--- src/rtl/uart_rx_os16_pkg.sv ---
// ============================================================================
//  uart_rx_os16_pkg : shared UART receiver state encoding and defaults
//  Revision 1.0 - initial release
// ============================================================================
`default_nettype none

package uart_rx_os16_pkg;

  localparam int   c_data_bits_def = 8;
  localparam int   c_os_rate_def   = 16;
  localparam logic c_line_idle     = 1'b1;

  typedef enum logic [2:0] {
    ST_IDLE  = 3'd0,
    ST_START = 3'd1,
    ST_DATA  = 3'd2,
    ST_STOP  = 3'd3,
    ST_BREAK = 3'd4
  } rx_state_t;

endpackage

`default_nettype wire

--- src/rtl/uart_rx_os16_sync.sv ---
// ============================================================================
//  uart_rx_os16_sync : rxd 2-flop synchronizer and baud16 rising-edge tick
//  Revision 1.0 - initial release
// ============================================================================
`default_nettype none

module uart_rx_os16_sync
  import uart_rx_os16_pkg::*;
(
  input  logic clk27,
  input  logic rst_n,
  input  logic baud16,
  input  logic rxd,
  output logic rxd_s,
  output logic tick
);

  logic r_rxd_meta;
  logic r_rxd_s;
  logic r_baud_d;

  // Idle-level reset values keep a high baud16 or line from faking an edge
  always_ff @(posedge clk27 or negedge rst_n) begin
    if (!rst_n) begin
      r_rxd_meta <= c_line_idle;
      r_rxd_s    <= c_line_idle;
      r_baud_d   <= 1'b1;
    end else begin
      r_rxd_meta <= rxd;
      r_rxd_s    <= r_rxd_meta;
      r_baud_d   <= baud16;
    end
  end

  assign rxd_s = r_rxd_s;
  assign tick  = baud16 & ~r_baud_d;

endmodule

`default_nettype wire

--- src/rtl/uart_rx_os16.sv ---
// ============================================================================
//  uart_rx_os16 : 8N1 UART receiver, 16x oversampled via baud16 clock enable
//  Revision 1.0 - initial release
// ============================================================================
`default_nettype none

module uart_rx_os16
  import uart_rx_os16_pkg::*;
#(
  parameter int DATA_BITS = c_data_bits_def,
  parameter int OS_RATE   = c_os_rate_def
) (
  input  logic                 clk27,
  input  logic                 rst_n,
  input  logic                 baud16,
  input  logic                 rxd,
  output logic [DATA_BITS-1:0] rx_data,
  output logic                 rx_valid,
  input  logic                 rx_ack,
  output logic                 rx_overrun,
  output logic                 rx_frame_err,
  output logic                 rx_busy
);

  localparam int c_tick_w = $clog2(OS_RATE);
  localparam int c_bit_w  = $clog2(DATA_BITS + 1);
  localparam logic [c_tick_w-1:0] c_tick_mid  = c_tick_w'(OS_RATE / 2);
  localparam logic [c_tick_w-1:0] c_tick_last = c_tick_w'(OS_RATE - 1);
  localparam logic [c_bit_w-1:0]  c_bit_last  = c_bit_w'(DATA_BITS - 1);

  logic w_rxd_s;
  logic w_tick;

  rx_state_t              r_state,    w_state_nxt;
  logic [c_tick_w-1:0]    r_tick_cnt, w_tick_nxt;
  logic [c_bit_w-1:0]     r_bit_cnt,  w_bit_nxt;
  logic [DATA_BITS-1:0]   r_shift,    w_shift_nxt;
  logic [DATA_BITS-1:0]   r_data;
  logic                   r_valid;
  logic                   r_overrun;
  logic                   r_frame_err;
  logic                   w_deliver;
  logic                   w_ferr;
  logic                   w_ack;

  uart_rx_os16_sync u_sync (
    .clk27  (clk27),
    .rst_n  (rst_n),
    .baud16 (baud16),
    .rxd    (rxd),
    .rxd_s  (w_rxd_s),
    .tick   (w_tick)
  );

  always_comb begin
    w_state_nxt = r_state;
    w_tick_nxt  = r_tick_cnt;
    w_bit_nxt   = r_bit_cnt;
    w_shift_nxt = r_shift;
    w_deliver   = 1'b0;
    w_ferr      = 1'b0;
    if (w_tick) begin
      case (r_state)
        ST_IDLE: begin
          if (!w_rxd_s) begin
            w_state_nxt = ST_START;
            w_tick_nxt  = c_tick_w'(1);
          end
        end
        ST_START: begin
          if (r_tick_cnt == c_tick_mid) begin
            w_tick_nxt  = '0;
            w_bit_nxt   = '0;
            w_state_nxt = w_rxd_s ? ST_IDLE : ST_DATA;
          end else begin
            w_tick_nxt = r_tick_cnt + 1'b1;
          end
        end
        ST_DATA: begin
          if (r_tick_cnt == c_tick_last) begin
            w_tick_nxt  = '0;
            w_shift_nxt = {w_rxd_s, r_shift[DATA_BITS-1:1]};
            w_bit_nxt   = r_bit_cnt + 1'b1;
            if (r_bit_cnt == c_bit_last) w_state_nxt = ST_STOP;
          end else begin
            w_tick_nxt = r_tick_cnt + 1'b1;
          end
        end
        ST_STOP: begin
          if (r_tick_cnt == c_tick_last) begin
            w_tick_nxt  = '0;
            w_deliver   = w_rxd_s;
            w_ferr      = ~w_rxd_s;
            w_state_nxt = w_rxd_s ? ST_IDLE : ST_BREAK;
          end else begin
            w_tick_nxt = r_tick_cnt + 1'b1;
          end
        end
        ST_BREAK: begin
          // Stay here until the line returns high so a held-low line never restarts
          if (w_rxd_s) w_state_nxt = ST_IDLE;
        end
        default: w_state_nxt = ST_IDLE;
      endcase
    end
  end

  always_ff @(posedge clk27 or negedge rst_n) begin
    if (!rst_n) begin
      r_state    <= ST_IDLE;
      r_tick_cnt <= '0;
      r_bit_cnt  <= '0;
      r_shift    <= '0;
    end else begin
      r_state    <= w_state_nxt;
      r_tick_cnt <= w_tick_nxt;
      r_bit_cnt  <= w_bit_nxt;
      r_shift    <= w_shift_nxt;
    end
  end

  assign w_ack = rx_ack & r_valid;

  always_ff @(posedge clk27 or negedge rst_n) begin
    if (!rst_n) begin
      r_data      <= '0;
      r_valid     <= 1'b0;
      r_overrun   <= 1'b0;
      r_frame_err <= 1'b0;
    end else begin
      r_frame_err <= w_ferr;
      if (w_deliver && (!r_valid || w_ack)) begin
        r_data    <= w_shift_nxt;
        r_valid   <= 1'b1;
        r_overrun <= 1'b0;
      end else if (w_deliver) begin
        r_overrun <= 1'b1;
      end else if (w_ack) begin
        r_valid   <= 1'b0;
        r_overrun <= 1'b0;
      end
    end
  end

  assign rx_data      = r_data;
  assign rx_valid     = r_valid;
  assign rx_overrun   = r_overrun;
  assign rx_frame_err = r_frame_err;
  assign rx_busy      = (r_state != ST_IDLE);

endmodule

`default_nettype wire
--- config.mk ---
export PLATFORM = sky130hd
export DESIGN_NAME = uart_rx_os16
export DESIGN_NICKNAME = d
export VERILOG_FILES = /design/src/rtl/uart_rx_os16_pkg.sv /design/src/rtl/uart_rx_os16_sync.sv /design/src/rtl/uart_rx_os16.sv
export SDC_FILE = /design/constraint.sdc
export NUM_CORES = 1
export LEC_CHECK = 0
export ABC_AREA = 1
export CELL_PAD_IN_SITES_DETAIL_PLACEMENT = 1
export CELL_PAD_IN_SITES_GLOBAL_PLACEMENT = 1
export CORE_MARGIN = 1
export CORE_UTILIZATION = 35
export DETAILED_ROUTE_END_ITERATION = 7
export PLACE_DENSITY_LB_ADDON = 0.1
export SLEW_MARGIN = 30
export SYNTH_ARGS = -nofsm -noshare
export SYNTH_HDL_FRONTEND = slang
export SYNTH_SLANG_ARGS = --single-unit
--- constraint.sdc ---
create_clock -name clk27 -period 1.7 [get_ports clk27]
set_input_delay 0.51 -clock clk27 [delete_from_list [all_inputs] [get_ports clk27]]
set_output_delay 0.51 -clock clk27 [all_outputs]
set_load 0.01 [all_outputs]
## Yosys cells after proc, flatten, opt, wreduce, memory -nomap -nowiden

Cells that the tools add are included.

- Register bits: 33
- Output and inout port bits: 12

- Reductions and logical operators: 14
- Add/subtract/negate cells: 2
- Mux-type cells: 30
- Bitwise gates (word level): 4
- Eq/ne operators: 14

Operators by type and width:

| cell | number |
|---|---|
| 2-to-1 mux 8 bit | 3 |
| 2-to-1 mux 3 bit | 7 |
| 2-to-1 mux 4 bit | 5 |
| case mux 3 bit (5 select lines) | 1 |
| case mux 4 bit (3 select lines) | 1 |
| 2-to-1 mux 1 bit | 11 |
| != test 2 bit (second input constant) | 5 |
| nonzero test 3 bit | 3 |
| adder 4 x 1 -> 4 bit (second input constant) | 2 |
| equality test 4 bit (second input constant) | 2 |
| case mux 4 bit (2 select lines) | 1 |
| AND reduction 7 bit | 1 |
| equality test 3 x 2 -> 1 bit (second input constant) | 2 |
| equality test 4 x 3 -> 1 bit (second input constant) | 1 |
| != test 2 x 1 -> 1 bit (second input constant) | 2 |
| AND reduction 4 bit | 1 |
| nonzero test 2 bit | 2 |
| equality test 3 x 1 -> 1 bit (second input constant) | 1 |
| equality test 3 bit (second input constant) | 1 |
| zero test 3 bit | 1 |
| AND reduction 3 bit | 1 |
| bitwise AND 1 bit | 2 |
| 2-to-1 mux 2 bit | 1 |
| inverter 1 bit | 2 |
| 5 further kinds | 5 |

## Logic depth before layout (Yosys ltp)

Gate-level depths: netlist of run 1.

- Word-level depth: 7
- Gate-level depth with buffers: 10
- Gate-level depth less buffers: 9

## Cells and area by module

A second synthesis of run 1 with hierarchy kept.

- Cells, all modules: 203
- Area, all modules: 1582.8 um^2

Modules (own cells, without submodules):

| module | sequential area each (um^2) | instances | cells each | area an instance (um^2) |
|---|---|---|---|---|
| uart_rx_os16 | 750.7 | 1 | 198 | 1493.9 |
| uart_rx_os16_sync | 78.8 | 1 | 5 | 88.8 |

## Least setup slack after synthesis of run 1

No wires, ideal clock.

- Path type: reg-to-reg
- From: register r_tick_cnt[0]
- To: register r_data[7] (netlist: rx_data[7])
- Path buffers: 0
- Arrival time: 1272 ps
- Slack: 312 ps
- Required time: 1583 ps
- Clock period less this slack: 1388 ps
- Stages on the path, launching flop included: 9
- Library setup time: 117 ps
- Path through: dfrtp_1 > ha_1 > nand3_2 > nor2_2 > nand3_2 > nor2_4 > inv_4 > nand2_1 > nand2_1

- Cells in the longest elaborated chain, start to end: 5
- Elaborated cells on any way between the ends: 8
- Those cells by class: eq/ne: 1; mux: 6; reduce/logical: 1

Ends and longest elaborated chain:

| what | RTL line | source |
|---|---|---|
| from (decl) | uart_rx_os16.sv:35 | `logic [c_tick_w-1:0] r_tick_cnt, w_tick_nxt;` |
| from (signal assigned) | uart_rx_os16.sv:116 | `r_tick_cnt <= w_tick_nxt;` |
| equality test 4 bit (*) | uart_rx_os16.sv:80, uart_rx_os16.sv:90 |  |
| 2-to-1 mux 1 bit | uart_rx_os16.sv:90 | `if (r_tick_cnt == c_tick_last) begin` |
| 2-to-1 mux 1 bit | uart_rx_os16.sv:63 | `case (r_state)` |
| 2-to-1 mux 1 bit | uart_rx_os16.sv:62 | `if (w_tick) begin` |
| logical AND 1 bit | uart_rx_os16.sv:132 | `if (w_deliver && (!r_valid \|\| w_ack)) begin` |
| to (signal assigned) | uart_rx_os16.sv:133 | `r_data <= w_shift_nxt;` |
| to (decl) | uart_rx_os16.sv:38 | `logic [DATA_BITS-1:0] r_data;` |

Mark *: on every way between the ends. The rest lies on a longest branch, timed or not.
A chain may end at the register's enable or synchronous reset.

## Final worst setup path of run 1

- From: register r_tick_cnt[0]
- To: register r_data[1] (netlist: rx_data[1])

- Elaborated cells on any way between the ends: 8
- Those cells by class: eq/ne: 1; mux: 6; reduce/logical: 1

RTL lines:

| what | RTL line | source |
|---|---|---|
| equality test 4 bit | uart_rx_os16.sv:80 | `if (r_tick_cnt == c_tick_last) begin` |
| 2-to-1 mux 8 bit | uart_rx_os16.sv:80 |  |
| 2-to-1 mux 8 bit | uart_rx_os16.sv:63 |  |
| 2-to-1 mux 8 bit | uart_rx_os16.sv:62 |  |
| named net w_shift_nxt[1] | uart_rx_os16.sv:37 | `logic [DATA_BITS-1:0] r_shift, w_shift_nxt;` |

The timed path passes the listed nets, and every way through them passes these cells.

==> flow_summary.ini, run 1 <==
[clock_network]
htreeDepth = 2
root_buffer = clkbuf_8
cts.clk_slew.worst_paths_ns = 0.07
cts_buffers = 5
clock-sinks = 33
cts_buffer_depth = 2
cts_tree = done
clk_latency_ns = 0.28

[floorplan]
dieWidth_um = 69.0
core_area_sq_mm = 0.00414
dieArea_sq_mm = 0.00476
die_h_um = 69.0
io-pin-count = 17
start_util_pct = 37.9
row_count = 23

[yosys]
yosys_warnings = 0
yosys.area.top_type = dfrtp_1
synth_nets = 202
ys_ff_latch = 33
syn_area_sq_mm = 0.00157
synthCells = 194
synth_cell_type_count = 26
avgSynthCellArea_sq_um = 8.09
synth_edf_count = 0
ys_seq_area_share_pct = 52.8
ys.flop_type = dfrtp_1
synth_area_leaders = dfrtp_1, nand2_1, nand3_1, dfstp_2, nor2_1
synth_top_area_share_pct = 47.8
synthArstFlopShare_pct = 100

[layout]
drive_gt1_share_pct = 17.2
final_nets = 234
fin_cells = 277
num_antenna_cells = 0
syn_to_final_growth_pct = 28.2
num-fill-cells = 507
fin_util_pct = 48.6
finalInstanceArea_sq_mm = 0.00201

[power]
p_clk_share_pct = 33.1
ir_worst_vdd_uv = 478
p_leak_nw = 1.19
cell_internal_pwr_mw = 1.56
p_seq_share_pct = 39.9
power_mw = 2.32
p_per_area_mw_per_mm2 = 1150
p_comb_share_pct = 27.0
power.share.switching_pct = 32.7
switchingPower_mw = 0.758

[sta]
slew_violations = 0
max_freq_mhz = 631
relSlewSlack_pct = 81.1
holdWs_ns = 0.357
tns_ns = 0
rsz0062_at_grt = yes
worstMarginPinSlew_ns = 0.283
fin_ws_ns = 0.115
setup_viol = 0
min_period_ns = 1.58
finalHoldViolCount = 0
period_share_pct = 93.2
skew_ns = 0.00294

[global_routing]
antenna_found_initial = 0
grt_use_total_pct = 18.2
grt.overflow.total = 0
grt_pass1_vias = 1388
grt_first_pass_wirelength_um = 6240
grt_max_degree = 34

[placed_design]
dp_cells = 269
place_ws_ns = -0.233
io_buffer_count = 16
placed_cell_area_sq_mm = 0.00188
dp_hpwl_um = 2670
gp_congestion = 0.797

[worst_setup_path]
path_cells = ha_1 -> nand3_2 -> nor2_2 -> buf_6 -> nand2_4 -> nand2_1 -> nand2_1 -> nand2_1 -> nand2_1
critPathKind = reg -> reg
crit_path_start_kind = flop
cp_top_family = simple AND/OR/NAND/NOR gates
cp_slowest_cell = dfrtp_1
worstPathMaxFanout = 10
end_kind = flop
crit_top_cell = nand2_1
path_depth = 9
cp_slowest_stage_delay_ns = 0.39
crit_arrival_ns = 1.76
cp.required_ns = 1.87
reg2regPathDepth = 9
crit_buf_inv = 1

[route]
drt-vias-per-instance = 4.76
drtPass1Iterations = 4
routedWlPerCell_um = 12.8
drt_wl_total_um = 3540
drcViolationCount = 0
dr_total_vias = 1319
postRouteAntennaNets = 0
drt-initial-drc-count = 49

[hold_path]
hp-class = reg -> reg
whs_path_depth = 0

[job]
drv_cap = 0

[run_status]
status = completed
## kinds of logic (layout without fill, tap and decap cells)
| group | count (synthesis) | in the layout | synth area share (%) |
|---|---|---|---|
| simple gates | 130 | 130 | 35.8 |
| fa+ha+maj | 3 | 3 | 2.39 |
| flops | 33 | 33 | 52.8 |
| compound gates | 8 | 8 | 2.95 |
| xor+xnor | 1 | 1 | 0.558 |
| buf+inv | 19 | 52 | 5.50 |
## state kept, by name, indices dropped and copies added, names as in the netlist
| register | count |
|---|---|
| rx_frame_err | 1 |
| u_sync.r_rxd_meta | 1 |
| u_sync.rxd_s | 1 |
| r_bit_cnt | 4 |
| r_state | 3 |
| u_sync.r_baud_d | 1 |
| rx_data | 8 |
| r_tick_cnt | 4 |
| r_shift | 8 |
| rx_overrun | 1 |
| rx_valid | 1 |
## area by class of cell
| cell class | instances | area (sq um) | share of cell area (%) |
|---|---|---|---|
| clock buffers | 6 | 82.6 | 4.10 |
| clock inverters | 2 | 37.5 | 1.86 |
| inverters | 16 | 62.6 | 3.11 |
| multi-input cells | 142 | 659 | 32.8 |
| flip-flops and latches | 33 | 830 | 41.2 |
| well taps | 50 | 62.6 | 3.11 |
| repair buffers | 28 | 279 | 13.9 |
## layer usage
layer | part of all wire [%] | up-vias | track usage, %
met5 | 0 | - | 0
met4 | 1.2 | 0 | 7.65
met3 | 3.5 | 4 | 4.61
met2 | 51 | 19 | 32.0
met1 | 44 | 632 | 20.8
li1 | - | 664 | -
## power by group through the flow
stage                     clock network, mW  logic, mW  registers (mW)
after floorplan                           0      0.411           0.926
after global placement                    0      0.609           0.932
after detailed placement                  0      0.641           0.936
after CTS                             0.796      0.642           0.926
after global routing                  0.837      0.717           0.937
final                                 0.767      0.627           0.925
## Yosys cell counts (2+ instances only)
cell type  number
nor2_2          2
nand3_2         2
nor2_4          2
dfstp_2         3
dfrtp_1        30
nor2_1         16
nand2_1        84
ha_1            3
o21ai_0         4
inv_1          14
nand3_1        19
## path summary, 6_finish.rpt
check,start,endpoint,slack (ns)
setup / recovery,r_tick_cnt[0],rx_data[1],0.12
hold / removal,u_sync.r_rxd_meta,u_sync.rxd_s,0.36
setup reg to reg,r_tick_cnt[0],rx_data[1],0.12
hold reg to reg,u_sync.r_rxd_meta,u_sync.rxd_s,0.36
max in group asynchronous,rst_n,u_sync.r_rxd_meta,0.86
min in group asynchronous,rst_n,r_tick_cnt[2],0.59
## cell usage in the layout, fill, tap and decap left out, types with 2 or more instances in the layout
cell and n:
clkbuf_8 6, buf_4 9, inv_2 2, dlymetal6s2s_1 5, dlygate4sd2_1 6, ha_1 3
nor2_1 15, dfstp_2 3, o21ai_0 4, nand2_2 2, nand3_1 19, nor2_2 3
nand2_1 83, buf_12 2, nand3_2 2, dfrtp_1 30, nor2_4 2, clkdlybuf4s50_1 4
inv_1 13
## repair_timing
| item | CTS | global route |
|---|---|---|
| setup endpoints to repair | 7 | 11 |
| hold buffers | 0 | 0 |
| setup buffers | 0 | 0 |
| pin swaps | 0 | 2 |
| gates cloned | 0 | 0 |
| gates resized for setup | 8 | 10 |
(Power assumes the default switching activity.)
==> run 2, diff against run 1 <==
--- a/config.mk
+++ b/config.mk
@@ -8,6 +8,7 @@
 export ABC_AREA = 1
 export CELL_PAD_IN_SITES_DETAIL_PLACEMENT = 1
 export CELL_PAD_IN_SITES_GLOBAL_PLACEMENT = 1
+export CORE_ASPECT_RATIO = 0.6
 export CORE_MARGIN = 1
 export CORE_UTILIZATION = 35
 export DETAILED_ROUTE_END_ITERATION = 7
==> flow_summary.ini, run 2 (same netlist as run 1, synthesis figures left out) <==
[worst_setup_path]
worstPathMaxFanout = 1
crit_buf_inv = 1
end_kind = output pin
cp_slowest_stage_delay_ns = 0.53
reg2regPathDepth = 8
path_depth = 1
path_cells = clkdlybuf4s50_1
r2r_end = rx_data[0]
cp.required_ns = 1.19
r2r_start = r_tick_cnt[0]
critPathKind = reg -> out
cp_slowest_cell = clkdlybuf4s50_1
crit_path_start_kind = flop
cp_top_family = buffers and inverters
r2r_slack_ns = 0.13
crit_start = rx_frame_err
endpoint = rx_frame_err
crit_arrival_ns = 1.15

[clock_network]
clk_latency_ns = 0.28
clock-sinks = 33
cts_buffer_depth = 2
root_buffer = clkbuf_8
cts_tree = done
htreeDepth = 2
cts_buffers = 5
cts.clk_slew.worst_paths_ns = 0.07

[global_routing]
grt_pass1_vias = 1397
antenna_found_initial = 0
grt_use_total_pct = 19.2
grt_first_pass_wirelength_um = 6720
grt_max_degree = 34
grt.overflow.total = 0

[power]
power_mw = 2.23
p_per_area_mw_per_mm2 = 1090
p_leak_nw = 1.20
ir_worst_vdd_uv = 451

[sta]
max_freq_mhz = 603
worstMarginPinSlew_ns = 0.286
finalHoldViolCount = 0
skew_ns = 0.00612
period_share_pct = 97.5
relSlewSlack_pct = 80.8
min_period_ns = 1.66
tns_ns = 0
slew_violations = 0
setup_viol = 0

[floorplan]
io-pin-count = 17
dieWidth_um = 88.5
dieArea_sq_mm = 0.00477
start_util_pct = 37.3
core_area_sq_mm = 0.00421
die_h_um = 53.9
row_count = 18

[layout]
final_common_cell = nand2_1
final_cell_mix = nand2_1, dfrtp_1, nand3_1
final_nets = 236
drive_gt1_share_pct = 18.4
syn_to_final_growth_pct = 30.2
fin_util_pct = 48.5
num_antenna_cells = 0
finalInstanceArea_sq_mm = 0.00204

[placed_design]
gp_congestion = 0.857
io_buffer_count = 16
placed_cell_area_sq_mm = 0.00186
dp_hpwl_um = 2900

[route]
drt-vias-per-instance = 4.69
routedWlPerCell_um = 13.7
drcViolationCount = 0
drt_wl_total_um = 3950
drtPass1Iterations = 4
dr_total_vias = 1350
drt-initial-drc-count = 71
postRouteAntennaNets = 0

[run_status]
status = completed

[job]
drv_cap = 0

[hold_path]
min_from = u_sync.r_rxd_meta
hp-class = reg -> reg
run 2: stage by stage:
stage,setup WS (ns),hold WS (ns),cells
floorplan,0.312,0.214,194
CTS,0.00554,0.359,283
detailed placement,-0.259,0.349,276
global placement,-0.225,0.345,276
finish,0.0426,0.360,288
global route,-0.0214,0.369,288
run 2: cell type report:
type / instances / area (sq um)
fill: 513 / 2170
inverter: 16 / 62.6
clock buffer: 7 / 86.3
timing repair buffer: 30 / 302
tap: 60 / 75.1
sequential: 33 / 830
multi-input combinational: 142 / 689
run 2: metal layers:
layer  wire, um  track usage (%)  up-vias  share of wire, %
met5          0                0        -                 0
met2       1730             29.9       20                44
met3        137             5.06        2               3.5
li1           -                -      669                 -
met4         11             4.03        0              0.28
met1       2060             27.2      659                52
run 2: power by group:
group          leakage [nW]  internal (mW)  switching [mW]
registers             0.443          0.858          0.0787
logic                 0.713          0.252           0.437
clock network        0.0443          0.321           0.280
run 2: timing repair:
action / 4_1_cts / 5_1_grt
endpoints found under the setup margin: 5 / 22
hold buffers: 0 / 0
gates cloned: 0 / 1
gates resized for setup: 6 / 17
setup buffers: 0 / 4
hold endpoints to repair: 0 / 0
pin swaps: 0 / 2
run 2: worst min path at each step:
stage / to / slack (ns) / cells after the start
2_1_floorplan: r_bit_cnt[0] / 0.21 / 0
4_1_cts: u_sync.rxd_s / 0.36 / 0
5_1_grt: u_sync.rxd_s / 0.37 / 0
6_report: u_sync.rxd_s / 0.36 / 0
3_3_place_gp: u_sync.rxd_s / 0.35 / 0
3_5_place_dp: u_sync.rxd_s / 0.35 / 0
==> run 3, diff against run 2 <==
--- a/config.mk
+++ b/config.mk
@@ -17,3 +17,4 @@
 export SYNTH_ARGS = -nofsm -noshare
 export SYNTH_HDL_FRONTEND = slang
 export SYNTH_SLANG_ARGS = --single-unit
+export TNS_END_PERCENT = 50
==> flow_summary.ini, run 3 (same netlist as run 1, synthesis figures left out) <==
[worst_setup_path]
r2r_slack_ns = 0.13
crit_path_start_kind = flop
crit_start = rx_frame_err
r2r_end = rx_data[0]
path_cells = clkdlybuf4s50_1
worstPathMaxFanout = 1
r2r_start = r_tick_cnt[0]
critPathKind = reg -> out
crit_buf_inv = 1
crit_arrival_ns = 1.15
path_depth = 1
cp.required_ns = 1.19
reg2regPathDepth = 8
end_kind = output pin
cp_slowest_cell = clkdlybuf4s50_1
cp_top_family = buffers and inverters
cp_slowest_stage_delay_ns = 0.53

[power]
p_clk_share_pct = 27.1
switchingPower_mw = 0.796
cell_internal_pwr_mw = 1.43
p_per_area_mw_per_mm2 = 1090
p_seq_share_pct = 42.1
p_leak_nw = 1.20
p_comb_share_pct = 30.8
ir_worst_vdd_uv = 450
power.share.switching_pct = 35.8

[clock_network]
cts_hold_buf = 0
cts_buffer_depth = 2
cts_tree = done
root_buffer = clkbuf_8
clk_latency_ns = 0.28
cts_buffers = 5
cts.clk_slew.worst_paths_ns = 0.07
htreeDepth = 2
clock-sinks = 33

[global_routing]
grt_pass1_vias = 1397
grt_use_met2_pct = 29.9
grt.overflow.total = 0
met1_usage_pct = 27.2
grt_busiest_layer = met2
grt_use_total_pct = 19.2
grt_first_pass_wirelength_um = 6720
grt_max_degree = 34
antenna_found_initial = 0
grt_use_met3_pct = 5.06

[hold_path]
min_from = u_sync.r_rxd_meta
hp-class = reg -> reg
whs_path_depth = 0
hold_end = u_sync.rxd_s

[route]
postRouteAntennaNets = 0
drt_wl_total_um = 3950
drcViolationCount = 0
dr_total_vias = 1344
drt-vias-per-instance = 4.67
drtPass1Iterations = 4
routedWlPerCell_um = 13.7
drt-initial-drc-count = 60

[job]
drv_cap = 0

[placed_design]
dp_cells = 276
place_ws_ns = -0.259
dp_hpwl_um = 2900
io_buffer_count = 16
gp_congestion = 0.857

[sta]
finalHoldViolCount = 0
tns_ns = 0
skew_ns = 0.00640
setup_viol = 0
period_share_pct = 97.5
worstMarginPinSlew_ns = 0.286
min_period_ns = 1.66
rsz0062_at_grt = yes
slew_violations = 0
holdWs_ns = 0.360
relSlewSlack_pct = 80.8
fin_ws_ns = 0.0418
max_freq_mhz = 603

[layout]
final_common_cell = nand2_1
final_nets = 236
syn_to_final_growth_pct = 30.1
multi_input_area_sq_um = 689
final_cell_mix = nand2_1, dfrtp_1, nand3_1
num_antenna_cells = 0
fin_cells = 288
seq_area_sq_um = 830
num-fill-cells = 514
drive_gt1_share_pct = 18.4

[floorplan]
dieArea_sq_mm = 0.00477
start_util_pct = 37.3
die_h_um = 53.9
dieWidth_um = 88.5
core_area_sq_mm = 0.00421
io-pin-count = 17
row_count = 18

[run_status]
status = completed
==> run 3: area by class of cell <==
class / instances / share of cell area (%)
clock buffers: 7 / 4.23
inverters: 16 / 3.06
repair buffers: 30 / 14.7
well taps: 60 / 3.67
flip-flops and latches: 33 / 40.6
multi-input cells: 142 / 33.7
==> run 3: metal layers <==
layer	vias to the layer above	wire length [um]
met1	657	2080
met4	0	11
met5	-	0
li1	670	-
met3	2	122
met2	15	1730
==> run 3: power groups by stage <==
| stage | Sequential [mW] | Clock (mW) | Combinational, mW |
|---|---|---|---|
| 2_1_floorplan | 0.926 | 0 | 0.411 |
| 3_3_place_gp | 0.932 | 0 | 0.617 |
| 3_5_place_dp | 0.938 | 0 | 0.650 |
| 4_1_cts | 0.930 | 0.614 | 0.642 |
| 5_1_grt | 0.948 | 0.649 | 0.779 |
| 6_report | 0.936 | 0.603 | 0.684 |
==> run 3: worst max path at each step <==
stage	endpoint
floorplan	rx_data[7]
global placement	rx_data[7]
finish	rx_frame_err
CTS	rx_data[5]
detailed placement	rx_data[0]
global route	rx_data[2]
==> run 3: worst reg2reg max path: stages, from the launching register on <==
cell and delay [ns]:
dfrtp_1 0.40, ha_2 0.25, nand3_4 0.12, nor2_4 0.15, nand3_2 0.11, nor2_4 0.21, buf_12 0.14, nand2_1 0.05
nand2_1 0.06
==> run 3: repair_timing <==
item / 4_1_cts / 5_1_grt
pin swaps: 0 / 1
gates cloned: 0 / 1
gates resized for setup: 6 / 16
endpoints found under the setup margin: 5 / 22
buffers inserted: 0 / 4
==> run 3: metrics by stage <==
step | power [mW] | cell area, sq um | utilization (%)
finish | 2.22 | 2040 | 48.5
global route | 2.38 | 2040 | 48.5
CTS | 2.19 | 1940 | 46.2
detailed placement | 1.59 | 1860 | 44.2
global placement | 1.55 | 1860 | 44.2
floorplan | 1.34 | 1570 | -
